==> src/rtl/vga_draw_arbiter.sv <==
// Single-owner arbiter for the shared VGA adapter pixel-write port; forwards the owner's pixel stream through one register stage.
// Define VGA_ARB_FIXED_PRIORITY_EN to select the lowest-index requester instead of round-robin.
module vga_draw_arbiter #(
    parameter int NUM_REQ = 4,
    parameter int X_W     = 8,
    parameter int Y_W     = 7,
    parameter int C_W     = 3
) (
    input  logic                   clk,
    input  logic                   resetn,
    input  logic [NUM_REQ-1:0]     req,
    input  logic [NUM_REQ-1:0]     plot_in,
    input  logic [NUM_REQ*X_W-1:0] x_in,
    input  logic [NUM_REQ*Y_W-1:0] y_in,
    input  logic [NUM_REQ*C_W-1:0] colour_in,
    output logic [NUM_REQ-1:0]     grant,
    output logic                   busy,
    output logic [2:0]             owner,
    output logic [X_W-1:0]         vga_x,
    output logic [Y_W-1:0]         vga_y,
    output logic [C_W-1:0]         vga_colour,
    output logic                   vga_plot
);

`ifdef VGA_ARB_FIXED_PRIORITY_EN
    localparam bit FIXED_PRIO = 1'b1;
`else
    localparam bit FIXED_PRIO = 1'b0;
`endif
    localparam int MAX_REQ = 8;

    typedef enum logic [1:0] {
        ST_IDLE    = 2'd0,
        ST_OWN     = 2'd1,
        ST_RELEASE = 2'd2
    } state_t;

    state_t             r_state, w_state_next;
    logic [2:0]         r_ptr, w_ptr_next;
    logic [2:0]         r_owner, w_owner_next;
    logic [NUM_REQ-1:0] r_grant, w_grant_next;
    logic               r_busy, w_busy_next;
    logic               r_vga_plot, w_plot_next;
    logic [X_W-1:0]     r_vga_x, w_x_next;
    logic [Y_W-1:0]     r_vga_y, w_y_next;
    logic [C_W-1:0]     r_vga_colour, w_colour_next;

    // Requester lanes padded to 8 so a 3-bit owner index always selects a real entry.
    logic [MAX_REQ-1:0] w_req_ext;
    logic [MAX_REQ-1:0] w_plot_ext;
    logic [X_W-1:0]     w_x_arr      [MAX_REQ];
    logic [Y_W-1:0]     w_y_arr      [MAX_REQ];
    logic [C_W-1:0]     w_colour_arr [MAX_REQ];

    logic [2:0]         w_scan_base;
    logic [2:0]         w_sel;
    logic [NUM_REQ-1:0] w_sel_onehot;
    logic [2:0]         w_owner_inc;
    logic               w_own_req;
    logic               w_own_plot;

    genvar gi;
    generate
        for (gi = 0; gi < MAX_REQ; gi++) begin : g_lane
            if (gi < NUM_REQ) begin : g_real
                assign w_req_ext[gi]    = req[gi];
                assign w_plot_ext[gi]   = plot_in[gi];
                assign w_x_arr[gi]      = x_in[gi*X_W +: X_W];
                assign w_y_arr[gi]      = y_in[gi*Y_W +: Y_W];
                assign w_colour_arr[gi] = colour_in[gi*C_W +: C_W];
            end else begin : g_pad
                assign w_req_ext[gi]    = 1'b0;
                assign w_plot_ext[gi]   = 1'b0;
                assign w_x_arr[gi]      = '0;
                assign w_y_arr[gi]      = '0;
                assign w_colour_arr[gi] = '0;
            end
        end

        for (gi = 0; gi < NUM_REQ; gi++) begin : g_onehot
            assign w_sel_onehot[gi] = (w_sel == 3'(gi));
        end
    endgenerate

    assign w_scan_base = FIXED_PRIO ? 3'd0 : r_ptr;
    assign w_owner_inc = (r_owner == 3'(NUM_REQ - 1)) ? 3'd0 : r_owner + 3'd1;
    assign w_own_req   = w_req_ext[r_owner];
    assign w_own_plot  = w_plot_ext[r_owner];

    // Scan from the far end back toward the base so the nearest set bit is written last.
    always_comb begin
        logic [3:0] w_scan_idx;
        w_sel      = 3'd0;
        w_scan_idx = 4'd0;
        for (int off = NUM_REQ - 1; off >= 0; off--) begin
            w_scan_idx = {1'b0, w_scan_base} + 4'(off);
            if (w_scan_idx >= 4'(NUM_REQ))
                w_scan_idx = w_scan_idx - 4'(NUM_REQ);
            if (w_req_ext[w_scan_idx[2:0]])
                w_sel = w_scan_idx[2:0];
        end
    end

    always_comb begin
        w_state_next  = r_state;
        w_ptr_next    = r_ptr;
        w_owner_next  = r_owner;
        w_grant_next  = r_grant;
        w_busy_next   = r_busy;
        w_plot_next   = 1'b0;
        w_x_next      = r_vga_x;
        w_y_next      = r_vga_y;
        w_colour_next = r_vga_colour;

        case (r_state)
            ST_IDLE: begin
                w_grant_next = '0;
                w_busy_next  = 1'b0;
                if (|req) begin
                    w_state_next = ST_OWN;
                    w_grant_next = w_sel_onehot;
                    w_owner_next = w_sel;
                    w_busy_next  = 1'b1;
                end
            end
            ST_OWN: begin
                w_busy_next   = 1'b1;
                w_x_next      = w_x_arr[r_owner];
                w_y_next      = w_y_arr[r_owner];
                w_colour_next = w_colour_arr[r_owner];
                if (w_own_req) begin
                    w_plot_next = w_own_plot;
                end else begin
                    // Burst over: the pointer moves past this owner so it cannot win immediately again.
                    w_state_next = ST_RELEASE;
                    w_grant_next = '0;
                    w_ptr_next   = FIXED_PRIO ? 3'd0 : w_owner_inc;
                end
            end
            ST_RELEASE: begin
                w_state_next = ST_IDLE;
                w_grant_next = '0;
                w_busy_next  = 1'b0;
            end
            default: begin
                w_state_next = ST_IDLE;
                w_grant_next = '0;
                w_busy_next  = 1'b0;
            end
        endcase
    end

    always_ff @(posedge clk) begin
        if (!resetn) begin
            r_state      <= ST_IDLE;
            r_ptr        <= 3'd0;
            r_owner      <= 3'd0;
            r_grant      <= '0;
            r_busy       <= 1'b0;
            r_vga_plot   <= 1'b0;
            r_vga_x      <= '0;
            r_vga_y      <= '0;
            r_vga_colour <= '0;
        end else begin
            r_state      <= w_state_next;
            r_ptr        <= w_ptr_next;
            r_owner      <= w_owner_next;
            r_grant      <= w_grant_next;
            r_busy       <= w_busy_next;
            r_vga_plot   <= w_plot_next;
            r_vga_x      <= w_x_next;
            r_vga_y      <= w_y_next;
            r_vga_colour <= w_colour_next;
        end
    end

    assign grant      = r_grant;
    assign busy       = r_busy;
    assign owner      = r_owner;
    assign vga_x      = r_vga_x;
    assign vga_y      = r_vga_y;
    assign vga_colour = r_vga_colour;
    assign vga_plot   = r_vga_plot;

endmodule

==> config.mk <==
export PLATFORM = sky130hd
export DESIGN_NAME = vga_draw_arbiter
export DESIGN_NICKNAME = d
export VERILOG_FILES = /design/src/rtl/vga_draw_arbiter.sv
export SDC_FILE = /design/constraint.sdc
export NUM_CORES = 1
export LEC_CHECK = 0
export ABC_AREA = 0
export ABC_CLOCK_PERIOD_IN_PS = 3070
export BUFFER_PORTS_ARGS = -buffer_cell sky130_fd_sc_hd__buf_2
export CAP_MARGIN = 0
export CORE_ASPECT_RATIO = 0.6
export CORE_MARGIN = 5
export CORE_UTILIZATION = 35
export CTS_CLUSTER_DIAMETER = 200
export DETAILED_ROUTE_END_ITERATION = 12
export GPL_TIMING_DRIVEN = 0
export PLACE_DENSITY = 0.63
export SYNTH_ARGS = -nofsm -noshare
export SYNTH_HDL_FRONTEND = slang
export SYNTH_SLANG_ARGS = --single-unit
==> constraint.sdc <==
create_clock -name clk -period 3.07 [get_ports clk]
set_input_delay 0.307 -clock clk [delete_from_list [all_inputs] [get_ports clk]]
set_output_delay 0.307 -clock clk [all_outputs]
set_load 0.02 [all_outputs]
==> flow_summary.ini <==
[die]
top_level_ports = 109
die_w_um = 105
initial_utilization_pct = 36.8
die_h_um = 67.0
dieArea_mm2 = 0.00704
coreArea_mm2 = 0.00515
placementRows = 20

[cells_and_area]
diodes = 0
layout-drive-gt1-share_pct = 51.9
area_growth_syn_to_layout_pct = 36.4
nNetsFinal = 370
instances_no_fill = 351
fill_cells = 508

[drt]
highest_layer = met4
num_vias = 1818
viasPerCell = 5.18
route.met3.wl_um = 611
wirelength_mm = 5.62
drtIter0Drc = 94
drt_pass1_iterations = 4
ant_nets = 0
wl_met1_mm = 2.62
wire_per_inst_um = 16.0
route.met2.wl_mm = 2.36
post-route-drc-count = 0

[logic_synthesis]
ys_ff_latch = 32
synth_top_area_cell = dfxtp_1
yosysWarnings = 0
yosys-top-cells-count = dfxtp_1 (32), nor2b_1 (22), mux4_2 (21), a22oi_1 (18)
ys_top_cells_by_area = dfxtp_1 (34%), mux4_2 (25%), nor2b_1 (7.3%)
yosysSeqAreaShare_pct = 33.8
yosys_most_used_dff = dfxtp_1
synth_top_area_share_pct = 33.8
synthCells = 172
ys_async_sr_fraction_pct = 0
synth.avg_cell_area_um2 = 11.0
synth_area_mm2 = 0.00190
synth_edf_count = 0
synth.most_common_cell = dfxtp_1
syn_nets = 257
synth_cell_types = 43

[global_routing]
first_global_vias = 1822
antenna_found_initial = 0
grt_use_total_pct = 16.0
grt_pass1_wl_mm = 8.84
grt_max_degree = 11
overflow = 0

[clock_network]
cts_htree_levels = 2
holdBufCountCts = 0
clk_pin_slew_worst_paths_ns = 0.07
clock_latency_ns = 0.28
cts_post_setup_buffers_inserted = 0
cts_root_buf = clkbuf_8
clkSinkCount = 32
cts_buffers = 5
cts_resized = 0
clock_path_buffers = 2
cts_tree = yes

[critical_path]
worstSetupPathType = flop to flop
arrival_ns = 2.46
path_cells = buf_2 > inv_1 > ha_1 > clkbuf_2 > mux4_2 > o21ai_2 > o31a_1 > nor3_2 > a22o_1
crit_path_end_kind = flop
cp-start-kind = flop
slowest_delay_ns = 0.34
r2r_cells = 9
cp_max_fo = 9
required_ns = 3.30
critical-path-slowest-cell = o31a_1

[place]
place_ws_ns = 0.864
port_buffers = 106
dp_hpwl_mm = 4.60
dp.cells = 344
finalWeightedCongestion = 0.853

[worst_hold_path]
hold_depth = 2
hold_path_class = primary input to flop

[pwr]
ir_worst_vdd_uv = 214
pwr_density_cell_mw_per_mm2 = 588
p_leak_nw = 1.15

[timing]
hold_violations = 0
tightest_slew_ns = 0.656
period_needed_ns = 2.23
skew_ns = 0.00661
slew_viol_final = 0
fin_tns_setup_ns = 0
finalSetupViolations = 0
rsz0062_at_grt = false
fmax_ghz = 0.448
slew_headroom_pct = 56.3
finalCritPeriodShare_pct = 72.7
fin_ws_ns = 0.839

[flow_run]
maxCapViolations = 0

[run_status]
outcome = finished, final reports clean
-- registers in the layout, summed over array words and instances, names as in the netlist --
name	cells
busy	1
owner	3
vga_colour	3
vga_x	8
r_ptr	3
r_state	2
grant	4
vga_y	7
vga_plot	1
-- where the power goes --
part           switching, mW  total, mW  internal, mW  leakage [nW]
Sequential            0.0451      0.529         0.484         0.262
Combinational          0.365      0.694         0.329         0.846
Clock                  0.146      0.300         0.154        0.0410
Total                  0.557       1.52         0.967          1.15
-- worst paths after layout --
check / endpoint / slack, ns / from
hold / removal: vga_x[5] / 0.44 / resetn
hold reg to reg: grant[0] / 0.45 / grant[0]
setup reg to reg: grant[3] / 0.84 / r_ptr[1]
setup / recovery: grant[3] / 0.84 / r_ptr[1]
-- cell type report --
class	instances	area [µm²]	area share (%)
Tap cell	66	82.6	3.19
Inverter	6	22.5	0.870
Clock buffer	6	72.6	2.80
Sequential cell	32	641	24.7
Buffer	14	68.8	2.66
Multi-Input combinational cell	120	1170	45.0
Timing Repair Buffer	106	531	20.5
Clock inverter	1	5.00	0.193
-- per-stage QoR --
step	hold slack [ns]	instance area [µm²]	utilization [%]	total power, mW
final	0.439	2590	50.2	1.52
after global routing	0.446	2590	50.2	1.64
after global placement	0.442	2510	48.7	1.23
after CTS	0.444	2590	50.2	1.54
after detailed placement	0.441	2510	48.7	1.24
after floorplan	0.442	1900	-	1.03
-- layer usage --
metal	global-route usage (%)	up-vias
li1	-	884
met1	22.2	836
met2	23.5	96
met3	5.71	2
met4	4.31	0
met5	0	-
-- critical path: cells and delay by family (launching register included) --
kind / cells / cell delay (ns)
flops: 1 / 0.33
buf+inv: 3 / 0.49
compound gates: 3 / 0.58
fa+ha+maj: 1 / 0.28
mux: 1 / 0.25
simple gates: 1 / 0.26
-- placed cells by master, fill, tap and decap left out, types with 2 or more instances in the layout --
cell type / n
dfxtp_1: 32
mux2i_1: 4
a21oi_1: 4
and2_1: 3
mux4_2: 21
ha_1: 3
clkbuf_1: 6
nor3_1: 3
a22o_1: 2
nand2_1: 5
inv_1: 5
nand2b_1: 4
clkbuf_8: 5
buf_2: 112
o31ai_1: 2
nor2_1: 6
nor2b_1: 22
a22oi_1: 18
nand3_1: 2
-- cells by family after synthesis --
group                    Yosys count  synth area share [%]
multiplexers                      25                  27.0
AO/OA/AOI/OAI                     39                  15.7
adder cells (fa/ha/maj)            3                  1.98
AND/OR/NAND/NOR                   53                  16.7
flip-flops                        32                  33.8
buffers and inverters             20                  4.81
Note: power is estimated with default switching activity, not from simulation.
